--- config.mk ---
export PLATFORM = sky130hd
export DESIGN_NAME = datapath_seq
export DESIGN_NICKNAME = d
export VERILOG_FILES = /design/src/rtl/datapath_pkg.sv /design/src/rtl/dp_regfile.sv /design/src/rtl/datapath_seq.sv
export SDC_FILE = /design/constraint.sdc
export NUM_CORES = 1
export LEC_CHECK = 0
export BUFFER_PORTS_ARGS = -buffer_cell sky130_fd_sc_hd__buf_2
export CORE_AREA = 2 2 164 166
export DETAILED_ROUTE_END_ITERATION = 12
export DIE_AREA = 0 0 166 168
export PLACE_DENSITY = 0.7
export SYNTH_ARGS = -nofsm -noshare
export SYNTH_HDL_FRONTEND = slang
export SYNTH_SLANG_ARGS = --single-unit
--- constraint.sdc ---
create_clock -name clk -period 5.25 [get_ports clk]
set_clock_uncertainty 0.05 [all_clocks]
set_input_delay 0.7875 -clock clk [delete_from_list [all_inputs] [get_ports clk]]
set_output_delay 0.7875 -clock clk [all_outputs]
set_load 0.02 [all_outputs]
--- src/rtl/datapath_pkg.sv ---
// Shared types for the sequenced datapath: command opcodes, B-operand shifts
// and the sequencer states.
package datapath_pkg;

    typedef enum logic [2:0] {
        OP_MOVI = 3'd0,
        OP_MOV  = 3'd1,
        OP_ADD  = 3'd2,
        OP_CMP  = 3'd3,
        OP_AND  = 3'd4,
        OP_MVN  = 3'd5
    } opcode_t;

    typedef enum logic [1:0] {
        SH_NONE = 2'd0,
        SH_LSL  = 2'd1,
        SH_LSR  = 2'd2,
        SH_ASR  = 2'd3
    } shift_t;

    typedef enum logic [2:0] {
        S_IDLE  = 3'd0,
        S_GET_A = 3'd1,
        S_GET_B = 3'd2,
        S_EXEC  = 3'd3,
        S_WB    = 3'd4,
        S_DONE  = 3'd5
    } state_t;

endpackage

--- src/rtl/dp_regfile.sv ---
// General register file: one write port, an operand read port and a debug
// read port, both combinational; asynchronous active-low clear.
module dp_regfile #(
    parameter int DW   = 16,
    parameter int NREG = 8,
    localparam int RW  = $clog2(NREG)
) (
    input  logic          clk,
    input  logic          rst_n,
    input  logic          we,
    input  logic [RW-1:0] waddr,
    input  logic [DW-1:0] wdata,
    input  logic [RW-1:0] raddr,
    output logic [DW-1:0] rdata,
    input  logic [RW-1:0] dbg_sel,
    output logic [DW-1:0] dbg_data
);

    logic [DW-1:0] mem_q [NREG];
    logic [DW-1:0] mem_d [NREG];

    always_comb begin
        mem_d = mem_q;
        if (we) begin
            mem_d[waddr] = wdata;
        end
    end

    always_ff @(posedge clk or negedge rst_n) begin
        if (!rst_n) begin
            for (int i = 0; i < NREG; i++) begin
                mem_q[i] <= '0;
            end
        end else begin
            mem_q <= mem_d;
        end
    end

    assign rdata    = mem_q[raddr];
    assign dbg_data = mem_q[dbg_sel];

endmodule

--- src/rtl/datapath_seq.sv ---
// Sequenced datapath: one start pulse runs fetch / shift+ALU / writeback for a
// latched command, with CMP-only N/V/Z flags and a debug register read port.
module datapath_seq
    import datapath_pkg::*;
#(
    parameter int DW   = 16,
    parameter int NREG = 8,
    localparam int RW  = $clog2(NREG)
) (
    input  logic          clk,
    input  logic          rst_n,
    input  logic          start,
    input  logic [2:0]    opcode,
    input  logic [RW-1:0] rd,
    input  logic [RW-1:0] rn,
    input  logic [RW-1:0] rm,
    input  logic [1:0]    shift,
    input  logic [DW-1:0] imm,
    output logic          busy,
    output logic          done,
    output logic [DW-1:0] result,
    output logic          flag_z,
    output logic          flag_n,
    output logic          flag_v,
    input  logic [RW-1:0] dbg_sel,
    output logic [DW-1:0] dbg_data
);

    state_t        state_q, state_d;
    logic [2:0]    opc_q, opc_d;
    logic [RW-1:0] rd_q, rd_d, rn_q, rn_d, rm_q, rm_d;
    logic [1:0]    sh_q, sh_d;
    logic [DW-1:0] imm_q, imm_d;
    logic [DW-1:0] a_q, a_d, b_q, b_d, c_q, c_d;
    logic          fz_q, fz_d, fn_q, fn_d, fv_q, fv_d;

    logic          accept, ld_a, ld_b, do_exec, rf_we;
    logic [RW-1:0] rf_raddr;
    logic [DW-1:0] rf_rdata, rf_wdata, b_sh, diff, alu_y;

    dp_regfile #(.DW(DW), .NREG(NREG)) u_regfile (
        .clk     (clk),
        .rst_n   (rst_n),
        .we      (rf_we),
        .waddr   (rd_q),
        .wdata   (rf_wdata),
        .raddr   (rf_raddr),
        .rdata   (rf_rdata),
        .dbg_sel (dbg_sel),
        .dbg_data(dbg_data)
    );

    always_ff @(posedge clk or negedge rst_n) begin
        if (!rst_n) begin
            state_q <= S_IDLE;
        end else begin
            state_q <= state_d;
        end
    end

    // Entry point depends on which operands the opcode actually needs.
    always_comb begin
        state_d = state_q;
        unique case (state_q)
            S_IDLE: begin
                if (start) begin
                    case (opcode)
                        OP_MOVI:                state_d = S_WB;
                        OP_MOV, OP_MVN:         state_d = S_GET_B;
                        OP_ADD, OP_AND, OP_CMP: state_d = S_GET_A;
                        default:                state_d = S_DONE;
                    endcase
                end
            end
            S_GET_A: state_d = S_GET_B;
            S_GET_B: state_d = S_EXEC;
            S_EXEC:  state_d = (opc_q == OP_CMP) ? S_DONE : S_WB;
            S_WB:    state_d = S_DONE;
            S_DONE:  state_d = S_IDLE;
            default: state_d = S_IDLE;
        endcase
    end

    always_comb begin
        busy     = (state_q != S_IDLE);
        done     = (state_q == S_DONE);
        accept   = (state_q == S_IDLE) && start;
        ld_a     = (state_q == S_GET_A);
        ld_b     = (state_q == S_GET_B);
        do_exec  = (state_q == S_EXEC);
        rf_we    = (state_q == S_WB);
        rf_raddr = ld_a ? rn_q : rm_q;
    end

    always_comb begin
        unique case (sh_q)
            SH_NONE: b_sh = b_q;
            SH_LSL:  b_sh = {b_q[DW-2:0], 1'b0};
            SH_LSR:  b_sh = {1'b0, b_q[DW-1:1]};
            SH_ASR:  b_sh = {b_q[DW-1], b_q[DW-1:1]};
            default: b_sh = b_q;
        endcase
        diff = a_q - b_sh;
        case (opc_q)
            OP_MOV:  alu_y = b_sh;
            OP_ADD:  alu_y = a_q + b_sh;
            OP_CMP:  alu_y = diff;
            OP_AND:  alu_y = a_q & b_sh;
            OP_MVN:  alu_y = ~b_sh;
            default: alu_y = c_q;
        endcase
        rf_wdata = (opc_q == OP_MOVI) ? imm_q : c_q;
    end

    always_comb begin
        opc_d = opc_q;
        rd_d  = rd_q;
        rn_d  = rn_q;
        rm_d  = rm_q;
        sh_d  = sh_q;
        imm_d = imm_q;
        a_d   = a_q;
        b_d   = b_q;
        c_d   = c_q;
        fz_d  = fz_q;
        fn_d  = fn_q;
        fv_d  = fv_q;
        if (accept) begin
            opc_d = opcode;
            rd_d  = rd;
            rn_d  = rn;
            rm_d  = rm;
            sh_d  = shift;
            imm_d = imm;
            if (opcode == OP_MOV || opcode == OP_MVN) begin
                a_d = '0;
            end
        end
        if (ld_a) a_d = rf_rdata;
        if (ld_b) b_d = rf_rdata;
        if (do_exec) begin
            c_d = alu_y;
            if (opc_q == OP_CMP) begin
                fz_d = (diff == '0);
                fn_d = diff[DW-1];
                fv_d = (a_q[DW-1] != b_sh[DW-1]) && (diff[DW-1] != a_q[DW-1]);
            end
        end
    end

    always_ff @(posedge clk or negedge rst_n) begin
        if (!rst_n) begin
            opc_q <= '0;
            rd_q  <= '0;
            rn_q  <= '0;
            rm_q  <= '0;
            sh_q  <= '0;
            imm_q <= '0;
            a_q   <= '0;
            b_q   <= '0;
            c_q   <= '0;
            fz_q  <= 1'b0;
            fn_q  <= 1'b0;
            fv_q  <= 1'b0;
        end else begin
            opc_q <= opc_d;
            rd_q  <= rd_d;
            rn_q  <= rn_d;
            rm_q  <= rm_d;
            sh_q  <= sh_d;
            imm_q <= imm_d;
            a_q   <= a_d;
            b_q   <= b_d;
            c_q   <= c_d;
            fz_q  <= fz_d;
            fn_q  <= fn_d;
            fv_q  <= fv_d;
        end
    end

    assign result = c_q;
    assign flag_z = fz_q;
    assign flag_n = fn_q;
    assign flag_v = fv_q;

endmodule
; After elaboration in Yosys (flattened, before gate mapping)
; Index checks and enable logic that the tools add are counted.
[totals]
inputBits = 36
reg_bits = 212
word_cells = 91
[op_classes]
n_bitwise = 5
n_reduce_logical = 18
addsub = 2
eq_ne = 21
n_lt_le_gt_ge = 4
n_mux = 20
[ops]
columns = operator, count
row1 = 16-bit two-way mux, 9
row2 = 128-bit bitwise mux, 1
row3 = 16-bit binary-select mux with 3-bit select, 2
row4 = 16-bit case mux with 5 select lines, 1
row5 = 16-bit case mux with 4 select lines, 1
row6 = 16-bit demux with 3-bit select, 1
row7 = 3-bit by 2-bit equality test with 1-bit output (second input constant), 6
row8 = 3-bit equality test (second input constant), 6
row9 = 16-bit adder, 1
row10 = 16-bit bitwise AND, 1
row11 = 16-bit logical NOT, 1
row12 = 16-bit NOT, 1
row13 = 16-bit subtractor, 1
row14 = 3-bit case mux with 5 select lines, 1
row15 = 4-bit >= comparator (second input constant), 3
row16 = 3-bit NOT with 4-bit output, 3
row17 = 3-bit by 1-bit equality test with 1-bit output (second input constant), 3
row18 = 3-bit logical NOT, 3
row19 = 3-bit case mux with 3 select lines, 1
row20 = 3-bit two-way mux, 2
row21 = 2-bit AND reduction, 3
row22 = 5-bit nonzero test, 1
row23 = 2-bit equality test (second input constant), 2
row24 = 4-bit by 1-bit less-than comparator with 1-bit output (second input constant), 1
row25 = other kinds (11), 15

; Depth between registers and ports, before layout
; Gate-level depths: netlist of the first run.
[logic_depth]
depth_word = 7
mapped_depth = 16
depth_no_buf = 13

; Hierarchy
; From an unflattened synthesis of the first run, not the netlist that was laid out.
[unflattened]
cells_unflattened = 1027
area_unflattened_um2 = 13016.2
[by_module_without_submodules]
columns = module, cells_per_inst, area_per_inst_um2, n_inst
row1 = dp_regfile, 393, 7000.5, 1
row2 = datapath_seq, 634, 6015.8, 1

; Least setup slack after synthesis of the first run
; No wires, ideal clock.
[synth_timing]
path_kind = register to register
start = reg sh_q[0]
end = reg fz_q (netlist: flag_z)
arrival_time_ns = 3.274
setup_ns = 0.103
t_required_ns = 5.097
setup_slack_ns = 1.823
stages_incl_launch_ff = 16
period_less_slack_ns = 3.427
cell_sequence = dfrtp_1 buf_2 buf_2 mux2i_1 nor2_1 a21oi_1 inv_1 ha_1 buf_2 nor3b_2 o31ai_2 a211oi_1 a211o_1 o41ai_4 xor2_1 o41ai_2
[synth_between]
elab_chain_cells = 4
elab_cells_between_ends = 7
classes_between = add/sub (1) / eq/ne (3) / mux (1) / reduce/logical (2)
[synth_lines]
columns = element, line
row1 = from (decl), datapath_seq.sv:32  ; logic [1:0] sh_q, sh_d;
row2 = from (signal assigned), datapath_seq.sv:157  ; sh_q <= '0;
row3 = from (signal assigned), datapath_seq.sv:170  ; sh_q <= sh_d;
row4 = 2-bit equality test (tied with other cells), datapath_seq.sv:96  ; unique case (sh_q)
row5 = 16-bit case mux with 4 select lines (*), datapath_seq.sv:96
row6 = 16-bit subtractor (*), datapath_seq.sv:103  ; diff = a_q - b_sh;
row7 = 16-bit logical NOT (*), datapath_seq.sv:144  ; fz_d = (diff == '0);
row8 = to (signal assigned), datapath_seq.sv:175  ; fz_q <= fz_d;
row9 = to (decl), datapath_seq.sv:35  ; logic fz_q, fz_d, fn_q, fn_d, fv_q, fv_d;
; Every way passes the cells marked *; elsewhere a longest branch is shown, timed or not.
; A chain may end at the register's enable or synchronous reset.

; Worst setup path in the final report of the first run
; Ends and elaborated chain as after synthesis.

==> results of run 1 <==
metrics by stage:
stage / utilization (%) / cell area, sq um
floorplan: - / 12300
global placement: 49.0 / 12900
detailed placement: 49.0 / 12900
CTS: 52.1 / 13700
global route: 52.1 / 13700
finish: 52.1 / 13700
area by class of cell:
type / instances / area, sq um
clock buffer: 36 / 727
clock inverter: 9 / 78.8
fill: 2336 / 12600
inverter: 35 / 131
multi-input combinational: 860 / 6600
sequential: 212 / 5310
tap: 341 / 427
timing repair buffer: 83 / 464
cells by family after synthesis:
| group | synth area share (%) |
|---|---|
| AO/OA/AOI/OAI | 16.3 |
| AND/OR/NAND/NOR | 10.3 |
| flip-flops | 43.0 |
| multiplexers | 20.4 |
| buffers and inverters | 3.97 |
| adder cells (fa/ha/maj) | 4.28 |
| XOR/XNOR | 1.70 |
cells in the mapped netlist (7+ instances only):
library cell,instances,share of area (%)
sky130_fd_sc_hd__dfrtp_1,212,43
sky130_fd_sc_hd__nor3_1,8,0.32
sky130_fd_sc_hd__mux2_2,47,4.3
sky130_fd_sc_hd__mux4_2,64,12
sky130_fd_sc_hd__a221oi_1,9,0.64
sky130_fd_sc_hd__mux2i_1,55,4.5
sky130_fd_sc_hd__nor2b_1,12,0.61
sky130_fd_sc_hd__a31oi_1,8,0.41
sky130_fd_sc_hd__nor2_1,86,2.6
sky130_fd_sc_hd__xnor2_1,17,1.2
sky130_fd_sc_hd__a211oi_1,12,0.73
sky130_fd_sc_hd__o21ai_0,146,5.9
sky130_fd_sc_hd__a21o_1,9,0.55
sky130_fd_sc_hd__clkbuf_1,55,1.7
sky130_fd_sc_hd__nand2_1,144,4.4
sky130_fd_sc_hd__buf_2,11,0.45
sky130_fd_sc_hd__a21oi_1,96,3.9
sky130_fd_sc_hd__xor2_1,7,0.50
sky130_fd_sc_hd__inv_1,35,1.1
sky130_fd_sc_hd__ha_1,39,4.0
layer usage:
metal / part of all wire [%] / global-route usage (%) / vias up
met4: 2.1 / 5.71 / 0
met3: 5.0 / 2.54 / 58
li1: - / - / 4367
met5: 0 / 0 / -
met2: 50 / 40.0 / 277
met1: 43 / 31.7 / 4758
power by group:
group	total (mW)	internal [mW]	switching, mW	leakage, nW
registers	3.04	2.32	0.716	2.75
logic	5.59	2.34	3.25	2.97
clock network	1.69	1.01	0.681	0.395
total	10.3	5.67	4.65	6.11
worst max-delay path by stage:
stage            endpoint  startpoint  slack [ns]
3_5_place_dp       flag_z     sh_q[0]        1.17
4_1_cts            flag_z     sh_q[0]        1.15
3_3_place_gp   result[11]     sh_q[0]        1.25
6_report           flag_z     sh_q[0]        1.11
2_1_floorplan      flag_z     sh_q[0]        1.82
5_1_grt            flag_z     sh_q[0]        0.79
registers in the layout, indices dropped and copies added (netlist names):
register         count
a_q                 16
opc_q                3
flag_z               1
rn_q                 3
flag_v               1
rm_q                 3
imm_q               16
sh_q                 2
state_q              3
b_q                 16
flag_n               1
result              16
rd_q                 3
u_regfile.mem_q    128
critical path: cells and delay by family (launching register included):
family | cells | cell delay [ns]
xor gates and xnor gates | 1 | 0.16
AOI/OAI and AO/OA | 6 | 1.83
muxes | 1 | 0.27
and+or+nand+nor | 2 | 0.16
adders and majority gates | 1 | 0.55
buffers and inverters | 1 | 0.11
DFF | 1 | 0.89
==> impl_metrics.tcl, run 1 <==
set metrics [dict create \
    status "finished, final reports clean" \
    routabilityCongestion 0.931 \
    globalRouteOverflowTotal 0 \
    inserted_diodes 0 \
    regToRegSetupSlack_ns 1.11 \
    grt_pass1_vias 9414 \
    cap_viol_max_count 0 \
    detail_route.wirelength_mm 31.9 \
    std_cell_rows 60 \
    p_leak_nw 6.11 \
    grt_setup_unrepaired "no" \
    clock_latency_ns 0.52 \
    synth_edf_count 0 \
    layout.nets 1294 \
    most_common_library_cell_in_the_layout_ignoring_fill_and_taps "sky130_fd_sc_hd__dfrtp_1" \
    detail_route.vias_per_cell 6.00 \
    drt-pass1-iter-count 8 \
    area_growth_syn_to_layout_pct 11.2 \
    fin_crit_sh_pct 78.9 \
    clock.fmax_mhz 241 \
    final.setup.tns_ns 0 \
    start_util_pct 46.8 \
    groute.usage.overall_pct 23.2 \
    time_the_final_worst_path_needs_with_i_o_delays_and_setup_ns 4.14 \
    die_area_sq_mm 0.0279 \
    setup.worst_path.class "reg2reg" \
    synthesis.area_per_instance_sq_um 10.4 \
    vdd_drop_max_uv 323 \
    layout_common_cells "sky130_fd_sc_hd__dfrtp_1 (212), sky130_fd_sc_hd__o21ai_0 (146), sky130_fd_sc_hd__nand2_1 (144)" \
    p_per_area_mw_per_mm2 752 \
    arrival_ns 4.49 \
    post-route-drc-count 0 \
    die_w_um 166 \
    number_of_flip_flops_and_latches_in_the_synthesized_netlist 212 \
    tightestPinTransition_ns 1.17 \
    cts_hold_buf 0 \
    yosysUniqueCellTypes 65 \
    cts_tree "built" \
    timing.critical_path.to_type "flop" \
    finish.cell_count_without_fillers 1576 \
    syn-instance-count 1187 \
    die_h_um 168 \
    dominantRegCellSynth "sky130_fd_sc_hd__dfrtp_1" \
    ant_nets 0 \
    cts_max_path_buffers 3 \
    routed-via-count 9460 \
    final-max-slew-violation-count 0 \
    clock_sink_count 212 \
    placed_cells_incl_taps 1531 \
    worst_hold_path_type "in2async" \
    timing.critical_path.required_ns 5.60 \
    dpl.hpwl_mm 21.7 \
    ordered_list_of_cells_on_the_worst_path "mux2i_1, nor2_1, a21oi_1, inv_1, ha_1, nor3b_2, o31ai_2, a211oi_1, a211o_1, o41ai_4, xor2_1, o41ai_2" \
    reg2reg_depth 12 \
    clock-root-buffer "sky130_fd_sc_hd__clkbuf_16" \
    critical_path.startpoint_type "flop" \
    clk_pin_slew_ns 0.06 \
    power_mw 10.3 \
    crit_path_max_fanout 18 \
    ys_warn_count 0 \
    drive_above_1_share_pct 20.2 \
    postSynth.asyncResetShare_pct 100 \
    io_pins 73 \
    post_place_setup_slack_ns 1.17 \
    synth_fp_nets 1264 \
    timing.final.setup_violations 0 \
    routedWlPerCell_um 20.3 \
    cts_htree_levels 1 \
    post_cts_resized 0 \
    critical_path.reg2reg.startpoint "sh_q[0]" \
    syn-cell-area_sq_mm 0.0123 \
    grt_antenna_before_repair 0 \
    cts_inserted_buffers 25 \
    grt_max_degree 117 \
    drt_iter0_drc 695 \
    master_of_the_slowest_instance_on_the_critical_path "sky130_fd_sc_hd__dfrtp_1" \
    design.core.area_sq_mm 0.0264 \
    cts.repair_timing.setup_buffer_count 0 \
    grt_pass1_wl_mm 52.0 \
    finalHoldWorstSlack_ns 0.350 \
    report.final.hold_viol_count 0 \
    rr_endpoint "flag_z" \
    slew-limit-headroom_pct 22.0 \
    numPortBuffers 72 \
    post_synthesis_sequential_area_ratio_pct 43.0 \
    crit_path_max_incr_delay_ns 0.89 \
    fin_ws_ns 1.11 \
]
(Power assumes the default switching activity.)
==> inputs of run 2 (changes only) <==
--- a/config.mk
+++ b/config.mk
@@ -9,7 +9,7 @@
 export CORE_AREA = 2 2 164 166
 export DETAILED_ROUTE_END_ITERATION = 12
 export DIE_AREA = 0 0 166 168
-export PLACE_DENSITY = 0.7
+export PLACE_DENSITY = 0.72
 export SYNTH_ARGS = -nofsm -noshare
 export SYNTH_HDL_FRONTEND = slang
 export SYNTH_SLANG_ARGS = --single-unit
==> constraint.sdc (replaced) <==
create_clock -name clk -period 3.41 [get_ports clk]
set_clock_uncertainty 0.05 [all_clocks]
set_input_delay 0.5115 -clock clk [delete_from_list [all_inputs] [get_ports clk]]
set_output_delay 0.5115 -clock clk [all_outputs]
set_load 0.02 [all_outputs]
==> run 2 against run 1 <==
Net effect:
- the flow now finishes with violations (hold timing)
- combinational power rose by 76%
- via count rose by 3.8%
- sequential power rose by 51%
- cell area rose by 4.0%
- clock power rose by 46%
- power rose by 64%
- global-route usage rose by 0.78 points
- sequential share of layout area fell by 1.5 points
- final cell count rose by 3.4%
- critical path depth rose by 3
- setup slack got worse by 0.97 ns
==> impl_metrics.tcl, run 2 (synthesis results as in run 1) <==
set metrics [dict create \
    status "finished with violations" \
    violations "hold timing" \
    cts_tree "built" \
    setup.worst_path.class "reg2reg" \
    cts_max_path_buffers 3 \
    crit_path_max_incr_delay_ns 0.37 \
    critical_path.startpoint "sh_q[0]" \
    grt_use_met3_pct 3.46 \
    design.core.area_sq_mm 0.0264 \
    cts_htree_levels 1 \
    final.setup.tns_ns 0 \
    intPower_mw 9.36 \
    start_util_pct 46.8 \
    io_pins 73 \
    finalHoldWorstSlack_ns -0.0272 \
    grt.met1_usage_pct 32.0 \
    die_h_um 168 \
    grt_max_degree 92 \
    largest_reg_flops 128 \
    clk_pin_slew_ns 0.06 \
    detail_route.wirelength_mm 33.3 \
    std_cell_rows 60 \
    top_register_by_number_of_flip_flops "u_regfile.mem_q" \
    clock_sink_count 212 \
    ant_nets 0 \
    drt-pass1-iter-count 5 \
    final-max-slew-violation-count 0 \
    area_growth_syn_to_layout_pct 15.7 \
    worst-path-stages 15 \
    timing.final.setup_violations 0 \
    clock.fmax_mhz 305 \
    arrival_ns 3.63 \
    dpl.hpwl_mm 23.3 \
    grt_antenna_before_repair 0 \
    vdd_drop_max_uv 496 \
    critical_path.startpoint_type "flop" \
    globalRouteOverflowTotal 0 \
    cts_inserted_buffers 24 \
    switchingPower_mw 7.54 \
    power_mw 16.9 \
    drt_iter0_drc 768 \
    cap_viol_max_count 0 \
    layout.nets 1351 \
    grt_setup_unrepaired "yes" \
    global_route.peak_usage_layer "met2" \
    clockPowerShare_pct 14.6 \
    critical_path.reg2reg.startpoint "sh_q[0]" \
    slew-limit-headroom_pct 30.2 \
    p_per_area_mw_per_mm2 1180 \
    placed_cells_incl_taps 1589 \
    swShare_pct 44.6 \
    p_leak_nw 6.39 \
    routedWlPerCell_um 20.4 \
    master_of_the_slowest_instance_on_the_critical_path "sky130_fd_sc_hd__dfrtp_1" \
    reg2reg_depth 15 \
    finish.cell_count_without_fillers 1630 \
    tightestPinTransition_ns 1.05 \
    worst-path-buf-inv 3 \
    report.final.hold_viol_count 8 \
    timing.critical_path.to_type "flop" \
    groute.usage.overall_pct 24.0 \
    grt_pass1_vias 9940 \
    die_w_um 166 \
    routabilityCongestion 0.935 \
    most_common_library_cell_in_the_layout_ignoring_fill_and_taps "sky130_fd_sc_hd__dfrtp_1" \
    power.combinational.fraction_pct 58.2 \
    numPortBuffers 72 \
    timing.critical_path.required_ns 3.76 \
    grt_pass1_wl_mm 53.9 \
    ordered_list_of_cells_on_the_worst_path "buf_12, mux2i_1, nor2_1, a21oi_1, inv_1, ha_1, buf_4, nor2b_2, a2111oi_4, o21bai_2, a211oi_1, a31oi_1, xnor2_1, o21ai_0, a22o_1" \
    clock-root-buffer "sky130_fd_sc_hd__clkbuf_16" \
    inserted_diodes 0 \
    routed-via-count 9818 \
    crit_family "compound AO/OA/AOI/OAI gates" \
    worst_hold_path_type "in2async" \
    layout_common_cells "sky130_fd_sc_hd__dfrtp_1 (212), sky130_fd_sc_hd__nand2_1 (144), sky130_fd_sc_hd__o21ai_0 (144)" \
    seq_power_share_pct 27.3 \
    globalRouteMet2Util_pct 40.8 \
    fin_crit_sh_pct 96.1 \
    drive_above_1_share_pct 24.7 \
    post-route-drc-count 0 \
    clock_latency_ns 0.52 \
    post-route-util_pct 54.2 \
    n_fill_cell 2257 \
    time_the_final_worst_path_needs_with_i_o_delays_and_setup_ns 3.28 \
    detail_route.vias_per_cell 6.02 \
    crit_path_max_fanout 18 \
    die_area_sq_mm 0.0279 \
]
==> run 2: worst paths after layout <==
path / slack [ns] / endpoint
max: 0.13 / result[10]
min in group clk: 0.17 / rd_q[0]
max reg2reg: 0.13 / result[10]
min reg2reg: 0.45 / u_regfile.mem_q[41]
max in group asynchronous: 2.47 / b_q[0]
min: -0.03 / u_regfile.mem_q[23]
==> run 2: final cells by class <==
class | instances | area [sq um] | share of cell area (%)
Multi-Input combinational cell | 860 | 6700 | 46.9
Sequential cell | 212 | 5310 | 37.2
Timing Repair Buffer | 141 | 987 | 6.91
Clock buffer | 33 | 656 | 4.59
Tap cell | 341 | 427 | 2.99
Inverter | 35 | 131 | 0.920
Clock inverter | 8 | 71.3 | 0.499
==> run 2: timing repair <==
action	4_1_cts	5_1_grt
hold buffers	0	0
setup endpoints to repair	1	11
setup buffers	0	0
resized for setup	1	20
cloned	0	0
pin swaps	0	2
==> run 2: through the flow <==
stage | area (sq um) | setup WS [ns]
6_report | 14300 | 0.135
2_1_floorplan | 12300 | 0.0436
3_3_place_gp | 13400 | 0.0926
4_1_cts | 14200 | 0.0708
5_1_grt | 14300 | -0.0531
3_5_place_dp | 13400 | 0.0111
==> run 2: routing by layer <==
metal,vias up,wire (um)
li1,4482,-
met1,4910,13900
met2,361,16600
met3,65,2010
met4,0,784
met5,-,0
==> run 2: power groups by stage <==
stage | clock [mW] | sequential (mW) | combinational, mW
5_1_grt | 2.60 | 4.74 | 10.7
3_5_place_dp | 0 | 4.60 | 9.47
6_report | 2.46 | 4.60 | 9.83
3_3_place_gp | 0 | 4.52 | 9.32
2_1_floorplan | 0 | 4.28 | 6.69
4_1_cts | 2.49 | 4.56 | 9.54
==> inputs of run 3 (changes only) <==
--- a/config.mk
+++ b/config.mk
@@ -9,7 +9,7 @@
 export CORE_AREA = 2 2 164 166
 export DETAILED_ROUTE_END_ITERATION = 12
 export DIE_AREA = 0 0 166 168
-export PLACE_DENSITY = 0.72
+export PLACE_DENSITY = 0.76
 export SYNTH_ARGS = -nofsm -noshare
 export SYNTH_HDL_FRONTEND = slang
 export SYNTH_SLANG_ARGS = --single-unit
==> run 3 against run 2 <==
Net effect:
- sequential power about the same
- power grew 0.78%
- critical path type unchanged
- critical endpoint is now flag_z
- die area unchanged
- core utilization is essentially flat
- wire length rose by 0.54%
- sequential share of layout area hardly changed
- critical path depth shrank 1
- the flow finishes with violations (setup timing)
- hold slack better by 0.054 ns
- final cell count is essentially flat
- via count increased by 1.3%
- maximum frequency decreased by 4.2%
==> impl_metrics.tcl, run 3 (synthesis results as in run 1) <==
set metrics [dict create \
    grt_setup_unrepaired "yes" \
    final-max-slew-violation-count 0 \
    groute.usage.overall_pct 24.0 \
    setup.worst_path.class "reg2reg" \
    post-route-drc-count 0 \
    top_register_by_number_of_flip_flops "u_regfile.mem_q" \
    ant_nets 0 \
    start_util_pct 46.8 \
    grt_max_degree 91 \
    routed-via-count 9947 \
    crit_family "compound AO/OA/AOI/OAI gates" \
    worst-path-buf-inv 3 \
    cap_viol_max_count 0 \
    ordered_list_of_cells_on_the_worst_path "buf_6, mux2i_1, nor2_1, a21oi_1, buf_4, ha_1, o21bai_4, buf_6, a2111oi_4, o21bai_2, a211o_1, xor2_2, nand4_1, o41ai_2" \
    multi_input_comb_area_sq_mm 0.00673 \
    critical_path.startpoint_type "flop" \
    io_pins 73 \
    routabilityCongestion 0.918 \
    die_w_um 166 \
    violations "setup timing" \
    slew-limit-headroom_pct 26.4 \
    cts_htree_levels 1 \
    drive_above_1_share_pct 25.0 \
    globalRouteOverflowTotal 0 \
    vdd_drop_max_uv 464 \
    std_cell_rows 60 \
    die_area_sq_mm 0.0279 \
    post_place_setup_slack_ns -0.0638 \
    numPortBuffers 72 \
    fin_crit_sh_pct 100 \
    cts_inserted_buffers 23 \
    reg2reg_depth 14 \
    master_of_the_slowest_instance_on_the_critical_path "sky130_fd_sc_hd__a2111oi_4" \
    cts_max_path_buffers 3 \
    n_fill_cell 2220 \
    swShare_pct 44.7 \
    worst_hold_path_type "in2async" \
    seq_power_share_pct 27.1 \
    regToRegSetupSlack_ns -0.01 \
    arrival_ns 3.79 \
    timing.critical_path.to_type "flop" \
    clockPowerShare_pct 13.5 \
    crit_path_max_fanout 5 \
    most_common_library_cell_in_the_layout_ignoring_fill_and_taps "sky130_fd_sc_hd__dfrtp_1" \
    layout.nets 1354 \
    die_h_um 168 \
    time_the_final_worst_path_needs_with_i_o_delays_and_setup_ns 3.42 \
    drt_iter0_drc 718 \
    timing.critical_path.required_ns 3.78 \
    timing.final.setup_violations 1 \
    crit_path_max_incr_delay_ns 0.49 \
    detail_route.vias_per_cell 6.10 \
    grt_antenna_before_repair 0 \
    final-seq-area_sq_mm 0.00531 \
    clock.fmax_mhz 292 \
    switchingPower_mw 7.62 \
    p_leak_nw 6.37 \
    grt_pass1_vias 9982 \
    detail_route.wirelength_mm 33.5 \
    status "finished with violations" \
    critPathMostFrequentCell "sky130_fd_sc_hd__buf_6" \
    power.combinational.fraction_pct 59.3 \
    p_per_area_mw_per_mm2 1190 \
    layout_common_cells "sky130_fd_sc_hd__dfrtp_1 (211), sky130_fd_sc_hd__nand2_1 (144), sky130_fd_sc_hd__o21ai_0 (140)" \
    drt-pass1-iter-count 5 \
    grt_pass1_wl_mm 54.1 \
    clk_pin_slew_ns 0.08 \
    clock-root-buffer "sky130_fd_sc_hd__clkbuf_16" \
    fin_ws_ns -0.0100 \
    design.core.area_sq_mm 0.0264 \
    post-route-util_pct 54.2 \
    inserted_diodes 0 \
    tightestPinTransition_ns 1.10 \
    intPower_mw 9.41 \
    largest_reg_flops 128 \
    cts_tree "built" \
    clock_sink_count 212 \
    area_growth_syn_to_layout_pct 15.7 \
    clock_latency_ns 0.52 \
    critical_path.reg2reg.startpoint "sh_q[0]" \
    report.final.hold_viol_count 0 \
    dpl.hpwl_mm 23.0 \
    routedWlPerCell_um 20.5 \
    rr_endpoint "flag_z" \
]
## run 3: through the flow
step	hold slack (ns)	total power, mW	setup TNS [ns]	instances	instance area, sq um
global placement	0.424	13.8	0	1589	13400
finish	0.0269	17.0	-0.0100	1631	14300
global route	0.0738	18.2	-0.843	1631	14300
floorplan	0.166	11.0	0	1187	12300
detailed placement	0.438	14.1	-0.179	1589	13400
CTS	0.0548	16.5	0	1627	14100
## run 3: timing repair
item,CTS,global route
hold buffers,0,0
pin swaps,0,11
gates resized for setup,2,33
endpoints found under the setup margin,5,12
endpoints found under the hold margin,0,0
gates cloned,0,0
buffers inserted,0,4
## run 3: worst max-delay path by stage
stage,start,endpoint,cells past startpoint
2_1_floorplan,sh_q[0],flag_z,15
4_1_cts,sh_q[0],result[11],14
5_1_grt,sh_q[0],flag_z,14
3_3_place_gp,sh_q[0],flag_z,14
6_report,sh_q[0],flag_z,14
3_5_place_dp,sh_q[0],result[13],13
## run 3: area by class of cell
cell class,instances,share of cell area [%]
multi-input cells,860,47.1
inverters,35,0.920
repair buffers,145,7.11
flip-flops and latches,212,37.2
clock inverters,8,0.508
clock buffers,30,4.21
well taps,341,2.99
## run 3: worst register-to-register path, stage by stage (launching register included)
cell and delay [ns]:
sky130_fd_sc_hd__dfrtp_2 0.48, sky130_fd_sc_hd__buf_6 0.15, sky130_fd_sc_hd__mux2i_1 0.11, sky130_fd_sc_hd__nor2_1 0.10, sky130_fd_sc_hd__a21oi_1 0.05, sky130_fd_sc_hd__buf_4 0.15
sky130_fd_sc_hd__ha_1 0.23, sky130_fd_sc_hd__o21bai_4 0.20, sky130_fd_sc_hd__buf_6 0.12, sky130_fd_sc_hd__a2111oi_4 0.49, sky130_fd_sc_hd__o21bai_2 0.14, sky130_fd_sc_hd__a211o_1 0.38
sky130_fd_sc_hd__xor2_2 0.21, sky130_fd_sc_hd__nand4_1 0.14, sky130_fd_sc_hd__o41ai_2 0.32
## run 3: power by group through the flow
stage	sequential (mW)	combinational [mW]	clock, mW
after floorplan	4.28	6.69	0
after global routing	4.75	11.0	2.44
after global placement	4.52	9.27	0
final	4.62	10.1	2.31
after detailed placement	4.61	9.44	0
after CTS	4.58	9.52	2.35
## run 3: metal layers
metal	track usage, %	wire [um]	vias up
met5	0	0	-
met3	2.89	1810	76
met2	42.1	16900	392
met4	7.15	859	0
met1	31.7	13900	4997
li1	-	-	4482
